File: src/rtl/comm_pkg.sv
// rtl/comm_pkg.sv - shared AXI-Stream width constants and clog2 helper
package comm_pkg;

    localparam int AXIS_DATA_WIDTH = 32;
    localparam int AXIS_LAST_WIDTH = 1;

    function automatic int clog2(input int value);
        int result;
        result = 0;
        for (int i = 0; i < 31; i++) begin
            if ((1 << i) < value) begin
                result = i + 1;
            end
        end
        return result;
    endfunction

endpackage

File: src/rtl/axis_fifo_ram.sv
// rtl/axis_fifo_ram.sv - FIFO storage array, synchronous write, asynchronous read
module axis_fifo_ram
    import comm_pkg::*;
#(
    parameter int WIDTH = AXIS_DATA_WIDTH + AXIS_LAST_WIDTH,
    parameter int DEPTH = 16
) (
    input  logic                      clk,
    input  logic                      wr_en,
    input  logic [clog2(DEPTH)-1:0]   wr_addr,
    input  logic [WIDTH-1:0]          wr_data,
    input  logic [clog2(DEPTH)-1:0]   rd_addr,
    output logic [WIDTH-1:0]          rd_data
);

    logic [WIDTH-1:0] mem [DEPTH];

    // Contents are deliberately never reset; only the pointers define validity.
    always_ff @(posedge clk) begin
        if (wr_en) begin
            mem[wr_addr] <= wr_data;
        end
    end

    assign rd_data = mem[rd_addr];

endmodule

File: src/rtl/axis_fifo.sv
// rtl/axis_fifo.sv - AXI-Stream FIFO with word and store-and-forward packet modes
module axis_fifo
    import comm_pkg::*;
#(
    parameter int WIDTH        = AXIS_DATA_WIDTH,
    parameter int DEPTH        = 16,
    parameter int ALMOST_FULL  = 12,
    parameter int ALMOST_EMPTY = 4,
    parameter int PACKET_MODE  = 0
) (
    input  logic                    aclk,
    input  logic                    aresetn,
    input  logic [WIDTH-1:0]        s_axis_tdata,
    input  logic                    s_axis_tlast,
    input  logic                    s_axis_tvalid,
    output logic                    s_axis_tready,
    output logic [WIDTH-1:0]        m_axis_tdata,
    output logic                    m_axis_tlast,
    output logic                    m_axis_tvalid,
    input  logic                    m_axis_tready,
    output logic [clog2(DEPTH):0]   level,
    output logic                    almost_full,
    output logic                    almost_empty
);

    localparam int AW = clog2(DEPTH);
    localparam int PW = AW + 1;
    localparam int EW = WIDTH + AXIS_LAST_WIDTH;
    localparam logic [PW-1:0] AF_TH = PW'(ALMOST_FULL);
    localparam logic [PW-1:0] AE_TH = PW'(ALMOST_EMPTY);
    localparam logic [PW-1:0] ONE   = PW'(1);

    logic [PW-1:0] wr_ptr;
    logic [PW-1:0] rd_ptr;
    logic [PW-1:0] pkt_cnt;
    logic          empty;
    logic          full;
    logic          wr_hs;
    logic          rd_hs;
    logic          wr_last;
    logic          rd_last;
    logic [EW-1:0] rd_entry;

    assign empty = (wr_ptr == rd_ptr);
    assign full  = (wr_ptr[AW-1:0] == rd_ptr[AW-1:0]) && (wr_ptr[AW] != rd_ptr[AW]);

    assign s_axis_tready = !full;
    // Packet mode only exposes data once a complete packet is stored.
    assign m_axis_tvalid = (PACKET_MODE != 0) ? (pkt_cnt != '0) : !empty;

    assign wr_hs   = s_axis_tvalid && !full;
    assign rd_hs   = m_axis_tvalid && m_axis_tready;
    assign wr_last = wr_hs && s_axis_tlast;
    assign rd_last = rd_hs && m_axis_tlast;

    assign level        = wr_ptr - rd_ptr;
    assign almost_full  = (level >= AF_TH);
    assign almost_empty = (level <= AE_TH);

    assign m_axis_tdata = rd_entry[WIDTH-1:0];
    assign m_axis_tlast = rd_entry[WIDTH];

    always_ff @(posedge aclk or negedge aresetn) begin
        if (!aresetn) begin
            wr_ptr  <= '0;
            rd_ptr  <= '0;
            pkt_cnt <= '0;
        end else begin
            if (wr_hs) begin
                wr_ptr <= wr_ptr + ONE;
            end
            if (rd_hs) begin
                rd_ptr <= rd_ptr + ONE;
            end
            case ({wr_last, rd_last})
                2'b10:   pkt_cnt <= pkt_cnt + ONE;
                2'b01:   pkt_cnt <= pkt_cnt - ONE;
                default: pkt_cnt <= pkt_cnt;
            endcase
        end
    end

    axis_fifo_ram #(
        .WIDTH (EW),
        .DEPTH (DEPTH)
    ) u_ram (
        .clk     (aclk),
        .wr_en   (wr_hs),
        .wr_addr (wr_ptr[AW-1:0]),
        .wr_data ({s_axis_tlast, s_axis_tdata}),
        .rd_addr (rd_ptr[AW-1:0]),
        .rd_data (rd_entry)
    );

endmodule

File: config.mk
export PLATFORM = sky130hd
export DESIGN_NAME = axis_fifo
export DESIGN_NICKNAME = d
export VERILOG_FILES = /design/src/rtl/comm_pkg.sv /design/src/rtl/axis_fifo_ram.sv /design/src/rtl/axis_fifo.sv
export SDC_FILE = /design/constraint.sdc
export NUM_CORES = 1
export LEC_CHECK = 0
export ABC_AREA = 0
export CAP_MARGIN = 20
export CORE_MARGIN = 3
export CORE_UTILIZATION = 60
export CTS_BUF_LIST = sky130_fd_sc_hd__clkbuf_8
export CTS_CLUSTER_DIAMETER = 40
export DETAILED_ROUTE_END_ITERATION = 7
export PLACE_DENSITY = 0.79
export SLEW_MARGIN = 0
export SYNTH_ARGS = -nofsm -noshare
export SYNTH_HDL_FRONTEND = slang
export SYNTH_SLANG_ARGS = --single-unit
File: constraint.sdc
create_clock -name aclk -period 6.15 [get_ports aclk]
set_clock_uncertainty 0.15 [all_clocks]
set_input_delay 0.615 -clock aclk [delete_from_list [all_inputs] [get_ports aclk]]
set_output_delay 0.615 -clock aclk [all_outputs]
set_load 0.02 [all_outputs]
**After elaboration in Yosys (flattened, before gate mapping)**

Memories as Yosys holds them, arrays and structs flattened.
Cells that the tools add are included.

- Bits in registers: 10
- Bits in writable memories: 528
- Bits of input ports: 37
- Output and inout bits: 42
- Memories: 1

Memories:

| memory | words | bits a word | read ports | clocked after Yosys merged registers in | write ports | RTL line | RTL |
|---|---|---|---|---|---|---|---|
| u_ram.mem | 16 | 33 | 1 | 0 | 1 | axis_fifo_ram.sv:16 | `logic [WIDTH-1:0] mem [DEPTH];` |

- Add/sub/neg operators: 3
- Magnitude comparators: 2
- Eq/ne operators: 3
- Muxes and demuxes: 2
- Reductions and logical operators: 5

Operators with widths:

| operator | count |
|---|---|
| $add A5 B1 Y5 const B | 2 |
| $eq A5 B5 Y1 | 1 |
| $ge A5 B4 Y1 const B | 1 |
| $le A5 B3 Y1 const B | 1 |
| $sub A5 B5 Y5 | 1 |
| $eq A4 B4 Y1 | 1 |
| $logic_and A1 B1 Y1 | 3 |
| $logic_not A1 Y1 | 2 |
| $mux W1 | 2 |
| $ne A1 B1 Y1 | 1 |

**Longest topological paths before layout**

Gate-level depths: netlist of the first run.

- Depth in word-level cells: 6
- Depth in mapped cells: 9

**Hierarchy**

From an unflattened synthesis of the first run, not the netlist that was laid out.

- Cells, all modules: 905
- Area total of the unflattened synthesis: 20702.4 µm²

By module, submodules not included:

| module | instances | cells each | area an instance (µm²) | seq. area each (µm²) |
|---|---|---|---|---|
| axis_fifo_ram | 1 | 831 | 19970.4 | 15855.2 |
| axis_fifo | 1 | 74 | 732.0 | 250.2 |

**Least setup slack after synthesis of the first run**

No wires, ideal clock.

- Path type: reg2reg
- Start point: register rd_ptr[1]
- End point: memory u_ram.mem[4][0] (netlist bit), enable pin
- Library setup time: 0.464 ns
- Arrival: 4.280 ns
- Data required time: 5.536 ns
- Setup slack: 1.256 ns
- Cell stages (with the launch flop): 10
- Path buffers: 3
- Clock period less this slack: 4.894 ns
- Cells stage by stage: dfrtp_1 > buf_2 > buf_2 > buf_2 > inv_1 > ha_1 > and4_1 > a21boi_2 > nand2_1 > nor3_1

- Cells in the longest elaborated chain, start to end: 6

Ends and longest elaborated chain:

| what | RTL line | RTL |
|---|---|---|
| start: declaration | axis_fifo.sv:34 | `logic [PW-1:0] rd_ptr;` |
| start signal: assignment | axis_fifo.sv:73 | `rd_ptr <= rd_ptr + ONE;` |
| $eq A4 B4 Y1 | axis_fifo.sv:45 | `assign full = (wr_ptr[AW-1:0] == rd_ptr[AW-1:0]) && (wr_ptr[AW] != rd_ptr[AW]);` |
| $logic_and A1 B1 Y1 | axis_fifo.sv:45 |  |
| $logic_not A1 Y1 | axis_fifo.sv:51 | `assign wr_hs = s_axis_tvalid && !full;` |
| $logic_and A1 B1 Y1 | axis_fifo.sv:51 |  |
| $mux W1 | axis_fifo_ram.sv:20 | `if (wr_en) begin` |
| $mux W1 (not written as such) | axis_fifo_ram.sv:21 | `mem[wr_addr] <= wr_data;` |
| end: declaration | axis_fifo_ram.sv:16 |  |

Every way passes these cells.

**Final worst setup path of the first run**

- Start point: register rd_ptr[1]
- End point: output port almost_empty

- Cells in the longest elaborated chain, start to end: 2

Ends and longest elaborated chain:

| what | RTL line | RTL |
|---|---|---|
| $sub A5 B5 Y5 | axis_fifo.sv:56 | `assign level = wr_ptr - rd_ptr;` |
| $le A5 B3 Y1 | axis_fifo.sv:58 | `assign almost_empty = (level <= AE_TH);` |
| end: declaration | axis_fifo.sv:23 | `output logic almost_empty` |

Every way passes these cells.

==> flow_metrics.env, run 1 <==
export IMPL_htree_num_levels=3
export IMPL_multi_input_gate_area_sq_um=4570
export IMPL_cts_root_buffer_cell="clkbuf_8"
export IMPL_ports_placed_on_the_boundary=79
export IMPL_timing_setup_critical_path_class="flop to output port"
export IMPL_critical_path_startpoint="rd_ptr[1]"
export IMPL_postSynth_topFlopCell="edfxtp_1"
export IMPL_switching_share_pct=33.1
export IMPL_netlist_top_cell_by_area="edfxtp_1"
export IMPL_highest_clock_frequency_the_design_can_meet_ghz=0.216
export IMPL_postSynthAreaPerCell_sq_um=21.6
export IMPL_internal_power_mw=7.65
export IMPL_synth_area_sq_um=21000
export IMPL_clock_latency_ns=0.61
export IMPL_outcome="complete, no violations"
export IMPL_antennaDiodeCount=0
export IMPL_grtUsageMet1_pct=34.0
export IMPL_tritoncts="built"
export IMPL_rows=67
export IMPL_post_drt_via_cell_ratio=6.44
export IMPL_wirelength_um=44200
export IMPL_final_antenna_net_count=0
export IMPL_dpl_cell_count=1471
export IMPL_place_port_buffers=78
export IMPL_utilization_pct=70.1
export IMPL_initial_cell_density_of_the_core_pct=61.7
export IMPL_async_set_or_reset_flop_fraction_in_the_synthesized_netlist_pct=1.86
export IMPL_synth_enable_flop_cells=528
export IMPL_max_cap_viol_count=0
export IMPL_worst_max_slew_margin_expressed_relative_to_the_limit_pct=21.9
export IMPL_power_switching_mw=3.79
export IMPL_grt_util_all_layers_pct=24.6
export IMPL_post_synth_num_cell_types=37
export IMPL_yosys_top_cells_area="edfxtp_1 76%, mux4_2 8.7%, mux2i_1 4.7%, mux4_1 2.3%, a32oi_1 1.4%"
export IMPL_post_dp_cell_area_sq_um=22300
export IMPL_grt_util_met2_pct=40.1
export IMPL_finish_net_count=1156
export IMPL_detail_route_drc_violations=0
export IMPL_die_height_um=193
export IMPL_startpoint_type="flop"
export IMPL_yosysTopAreaCellShare_pct=75.5
export IMPL_grt_pass1_wl_um=66600
export IMPL_cts_sinks=538
export IMPL_synthesis_nets=1021
export IMPL_r2r_start="rd_ptr[3]"
export IMPL_die_width_um=193
export IMPL_timing_rr_end="u_ram.mem[2][11]"
export IMPL_ys_seq_elements=538
export IMPL_drive_gt1_share_pct=20.2
export IMPL_synth_seq_area_share_pct=76.7
export IMPL_critical_path_peak_fanout=123
export IMPL_unrepaired_setup_endpoints_after_global_routing="no"
export IMPL_post_route_min_period_ns=4.62
export IMPL_critPathCaptureType="output port"
export IMPL_power_ir_vdd_worst_uv=392
export IMPL_die_area_sq_um=37300
export IMPL_worst_min_delay_path_category="primary input to asynchronous set/reset pin"
export IMPL_routed_via_count=10400
export IMPL_worst_slew_pin_transition_ns=1.17
export IMPL_leakagePower_nw=7.87
export IMPL_share_seq_of_total_power_pct=41.3
export IMPL_cts_buffer_depth=3
export IMPL_drt_pass1_iter_count=5
export IMPL_grt_antenna_before_repair=1
export IMPL_grt_max_degree=124
export IMPL_number_of_failing_hold_endpoints_at_the_final_stage=0
export IMPL_syn_instance_count=974
export IMPL_design_core_area_sq_um=34000
export IMPL_totalNegativeSetupSlack_ns=0
export IMPL_r2r_cells=7
export IMPL_grt_remaining_overflow=0
export IMPL_ctsResizeCount=0
export IMPL_area_of_all_placed_cells_without_fillers_sq_um=23900
export IMPL_globalRoute_busiestLayer="met2"
export IMPL_power_frac_clock_pct=24.6
export IMPL_clk_transition_reported_paths_ns=0.06
export IMPL_hpwl_um=23200
export IMPL_critPathArrivalTime_ns=3.86
export IMPL_grt_pass1_vias=10800
export IMPL_area_delta_synth_final_pct=13.6
export IMPL_slew_viol_final=0
export IMPL_setup_slack_on_the_worst_flop_to_flop_path_ns=1.81
export IMPL_ctsHoldBuffers=0
export IMPL_cts_post_setup_buffers_inserted=0
export IMPL_synth_top_cells_by_count="528 x edfxtp_1, 99 x mux2i_1, 81 x mux4_2"
export IMPL_place_gp_congestion=0.793
export IMPL_routedWlPerCell_um=27.3
export IMPL_fillerInstances=2072
export IMPL_critical_path_required_ns=5.38
export IMPL_synth_most_common_cell="edfxtp_1"
export IMPL_ys_warn_count=0
export IMPL_numCtsBuffers=83
export IMPL_drt_initial_drc_count=990
export IMPL_comb_power_share_pct=34.1
export IMPL_seqCellArea_sq_um=16100
export IMPL_grt_util_met3_pct=5.08
export IMPL_timing_final_setup_violations=0
export IMPL_final_critical_path_share_of_the_clock_period_pct=75.1
export IMPL_stdcell_count=1617
export IMPL_pd_cells_nw_per_um2=480
state kept, by name, indices dropped and copies added, names as in the netlist:
signal     flops
rd_ptr         5
u_ram.mem    528
wr_ptr         5
per-stage QoR:
step                      hold WS [ns]  setup slack, ns  power (mW)
after floorplan                  0.169             1.26        7.29
after global placement           0.368             2.05        8.63
after detailed placement         0.373             1.88        8.69
after CTS                        0.156             1.42        11.5
after global routing             0.189             1.19        11.9
final                            0.169             1.53        11.4
placed cells by master, fill, tap and decap left out, drive strengths merged, types with 2 or more instances in the layout:
cell	count
a21boi	3
a22oi	33
a32oi	33
and2	5
and3	5
buf	25
bufinv	5
clkbuf	84
clkdlybuf4s50	78
clkinv	27
clkinvlp	2
dfrtp	10
edfxtp	528
ha	9
inv	42
mux2i	99
mux4	99
nand2	7
nand3	2
nand4	3
nor2	6
nor2b	3
nor3	4
nor3b	2
o21ai	38
xnor2	8
xor2	3
worst max-delay path, stage by stage, from the launching register on:
cell             delay (ns)
dfrtp_4                0.92
buf_12                 0.62
fa_1                   0.34
nor2b_1                0.06
o21ai_0                0.23
and3_1                 0.24
o221a_2                0.19
clkdlybuf4s50_1        0.60
worst max-delay path by stage:
stage / endpoint / slack, ns / cells past startpoint
after floorplan: u_ram.mem[4][0] / 1.26 / 9
after global placement: u_ram.mem[1][7] / 2.05 / 7
after detailed placement: u_ram.mem[2][11] / 1.88 / 7
after CTS: almost_empty / 1.42 / 7
after global routing: almost_empty / 1.19 / 7
final: almost_empty / 1.53 / 7
power groups by stage:
stage / Sequential (mW) / Clock, mW / Combinational, mW
floorplan: 4.58 / 0 / 2.70
global placement: 4.78 / 0 / 3.85
detailed placement: 4.80 / 0 / 3.90
CTS: 4.73 / 2.86 / 3.92
global route: 4.76 / 3.04 / 4.13
finish: 4.73 / 2.81 / 3.90
final cells by class:
| cell class | instances | area share (%) |
|---|---|---|
| Tap cell | 448 | 2.35 |
| Sequential cell | 538 | 67.5 |
| Timing Repair Buffer | 103 | 4.16 |
| Clock inverter | 61 | 1.71 |
| Clock buffer | 84 | 4.85 |
| Multi-Input combinational cell | 368 | 19.1 |
| Inverter | 15 | 0.236 |
routing by layer:
metal | routed length (um) | share of wire [%]
met3 | 3230 | 7.3
met2 | 22300 | 50
met5 | 13 | 0.029
met4 | 1120 | 2.5
met1 | 17600 | 40
cells by family after synthesis:
| family | synth area share, % |
|---|---|
| buf+inv | 1.82 |
| mux | 15.7 |
| xor+xnor | 0.459 |
| fa+ha+maj | 0.632 |
| compound gates | 3.71 |
| simple gates | 1.01 |
| flops | 76.7 |
(Power assumes the default switching activity.)
==> run 2, diff against run 1 <==
--- a/config.mk
+++ b/config.mk
@@ -8,11 +8,11 @@
 export ABC_AREA = 0
 export CAP_MARGIN = 20
 export CORE_MARGIN = 3
-export CORE_UTILIZATION = 60
+export CORE_UTILIZATION = 57
 export CTS_BUF_LIST = sky130_fd_sc_hd__clkbuf_8
 export CTS_CLUSTER_DIAMETER = 40
 export DETAILED_ROUTE_END_ITERATION = 7
-export PLACE_DENSITY = 0.79
+export PLACE_DENSITY = 0.78
 export SLEW_MARGIN = 0
 export SYNTH_ARGS = -nofsm -noshare
 export SYNTH_HDL_FRONTEND = slang
==> constraint.sdc (replaced) <==
create_clock -name aclk -period 4.1 [get_ports aclk]
set_clock_uncertainty 0.15 [all_clocks]
set_input_delay 0.41 -clock aclk [delete_from_list [all_inputs] [get_ports aclk]]
set_output_delay 0.41 -clock aclk [all_outputs]
set_load 0.02 [all_outputs]
==> flow_metrics.env, run 2 (same netlist as run 1, synthesis figures left out) <==
export IMPL_outcome="complete, no violations"
export IMPL_place_port_buffers=78
export IMPL_critical_path_startpoint="rd_ptr[1]"
export IMPL_slowest_stage_cell_crit_path="clkdlybuf4s50_1"
export IMPL_max_stage_delay_ns=0.68
export IMPL_grt_util_all_layers_pct=23.3
export IMPL_tritoncts="built"
export IMPL_place_gp_congestion=0.852
export IMPL_drive_gt1_share_pct=20.2
export IMPL_die_width_um=198
export IMPL_cp_top_family="buffers and inverters"
export IMPL_power_ir_vdd_worst_uv=500
export IMPL_globalRoute_busiestLayer="met2"
export IMPL_final_antenna_net_count=0
export IMPL_grt_remaining_overflow=0
export IMPL_final_cell_mix="528 x edfxtp_1, 99 x mux2i_1, 88 x clkbuf_8"
export IMPL_number_of_failing_hold_endpoints_at_the_final_stage=0
export IMPL_initial_cell_density_of_the_core_pct=58.5
export IMPL_die_height_um=198
export IMPL_cts_root_buffer_cell="clkbuf_8"
export IMPL_hold_path_cell_count=1
export IMPL_finish_net_count=1168
export IMPL_htree_num_levels=3
export IMPL_crit_top_cell="mux2i_1"
export IMPL_layout_top_registers="u_ram.mem: 528 flops, rd_ptr: 5 flops, wr_ptr: 5 flops"
export IMPL_grt_pass1_wl_um=66700
export IMPL_worst_slew_pin_transition_ns=0.837
export IMPL_design_core_area_sq_um=35900
export IMPL_detail_route_drc_violations=0
export IMPL_clk_transition_reported_paths_ns=0.06
export IMPL_regMostFlops="u_ram.mem"
export IMPL_critPathArrivalTime_ns=3.36
export IMPL_critPathCaptureType="output port"
export IMPL_post_drt_via_cell_ratio=6.31
export IMPL_grt_util_met3_pct=4.73
export IMPL_hold_start="rd_ptr[4]"
export IMPL_cts_post_setup_buffers_inserted=0
export IMPL_routed_via_count=10400
export IMPL_critical_path_n_buffers_inverters=2
export IMPL_routedWlPerCell_um=26.8
export IMPL_worstHoldEndpoint="rd_ptr[4]"
export IMPL_worst_max_slew_margin_expressed_relative_to_the_limit_pct=43.8
export IMPL_final_critical_path_share_of_the_clock_period_pct=95.7
export IMPL_startpoint_type="flop"
export IMPL_timing_final_setup_violations=0
export IMPL_grtUsageMet1_pct=30.8
export IMPL_slew_viol_final=0
export IMPL_grt_max_degree=86
export IMPL_cts_sinks=538
export IMPL_r2r_cells=7
export IMPL_grt_util_met2_pct=39.2
export IMPL_hpwl_um=24200
export IMPL_timing_rr_end="u_ram.mem[1][21]"
export IMPL_critical_path_peak_fanout=85
export IMPL_max_cap_viol_count=0
export IMPL_r2r_start="rd_ptr[1]"
export IMPL_grt_pass1_vias=10900
export IMPL_area_delta_synth_final_pct=14.5
export IMPL_post_dp_cell_area_sq_um=22500
export IMPL_clock_latency_ns=0.62
export IMPL_drt_pass1_iter_count=5
export IMPL_fillerInstances=2258
export IMPL_cp_cell_instances="buf_16 -> mux2i_1 -> a22oi_1 -> mux2i_1 -> o21ai_1 -> clkdlybuf4s50_1"
export IMPL_timing_setup_critical_path_class="flop to output port"
export IMPL_critical_path_required_ns=3.54
export IMPL_cts_buffer_depth=3
export IMPL_unrepaired_setup_endpoints_after_global_routing="no"
export IMPL_largest_register_ff_count=528
export IMPL_ports_placed_on_the_boundary=79
export IMPL_post_route_min_period_ns=3.92
export IMPL_leakagePower_nw=7.94
export IMPL_highest_clock_frequency_the_design_can_meet_ghz=0.255
export IMPL_pd_cells_nw_per_um2=709
export IMPL_area_of_all_placed_cells_without_fillers_sq_um=24100
export IMPL_die_area_sq_um=39200
export IMPL_wirelength_um=44100
export IMPL_antennaDiodeCount=0
export IMPL_drt_initial_drc_count=760
export IMPL_layout_cells_most_common="edfxtp_1"
export IMPL_setup_slack_on_the_worst_flop_to_flop_path_ns=0.63
export IMPL_utilization_pct=67.0
export IMPL_worst_min_delay_path_category="flop to flop"
export IMPL_grt_antenna_before_repair=3
export IMPL_rows=69
export IMPL_numCtsBuffers=85
==> run 2: cell types whose count changed in the layout (fill, tap and decap cells not counted), moves of 3 or more <==
cell,change
buf_12,+11
clkinv_1,+8
bufinv_16,-4
clkbuf_8,+4
buf_4,-3
clkinv_2,-3
inv_1,+3
inv_6,-3
==> run 2: how the worst max path moves through the flow <==
stage,end,slack [ns],cells after the start
5_1_grt,m_axis_tdata[21],0.04,6
6_report,m_axis_tdata[21],0.18,6
3_5_place_dp,u_ram.mem[1][23],0.74,7
4_1_cts,m_axis_tdata[15],0.14,6
2_1_floorplan,u_ram.mem[4][0],-0.79,9
3_3_place_gp,u_ram.mem[1][23],0.85,7
==> run 2: layout make-up <==
type                       count  area (sq um)  share of cell area [%]
clock buffer                  88          1210                    5.04
clock inverter                62           295                    1.23
inverter                      15          56.3                   0.234
tap                          461           577                    2.40
multi-input combinational    368          4570                    19.0
sequential                   538         16100                    67.0
timing repair buffer         113          1230                    5.11
==> run 2: metrics by stage <==
stage / hold WS, ns / setup TNS, ns / instances / power [mW] / setup slack, ns
6_report: 0.393 / 0 / 1645 / 17.0 / 0.176
5_1_grt: 0.413 / 0 / 1645 / 17.8 / 0.0363
4_1_cts: 0.398 / 0 / 1645 / 17.2 / 0.135
3_5_place_dp: 0.381 / 0 / 1494 / 13.2 / 0.739
3_3_place_gp: 0.379 / 0 / 1494 / 13.1 / 0.847
2_1_floorplan: -0.0356 / -104.85 / 974 / 10.9 / -0.794
==> run 2: repair_timing <==
action | in CTS | in global routing
endpoints found under the hold margin | 10 | 0
hold buffers | 1 | 0
gates resized for setup | 0 | 1
setup endpoints to repair | 0 | 1
==> run 2: worst reg2reg max path, delay by kind of cell (launching register included) <==
family | cells | cell delay, ns
AO/OA/AOI/OAI | 1 | 0.39
flip-flops | 1 | 0.66
AND/OR/NAND/NOR | 3 | 1.26
buffers and inverters | 2 | 0.38
adder cells (fa/ha/maj) | 1 | 0.31
==> run 2: report_power, final <==
part           internal (mW)  leakage [nW]  switching [mW]
Clock                   2.05         0.862            1.97
Sequential              6.65          4.89           0.240
Combinational           2.70          2.19            3.43
==> run 2: layer usage <==
layer / vias up / wire (um)
li1: 4432 / -
met1: 5418 / 17400
met2: 412 / 22700
met3: 106 / 2840
met4: 6 / 1230
met5: - / 43
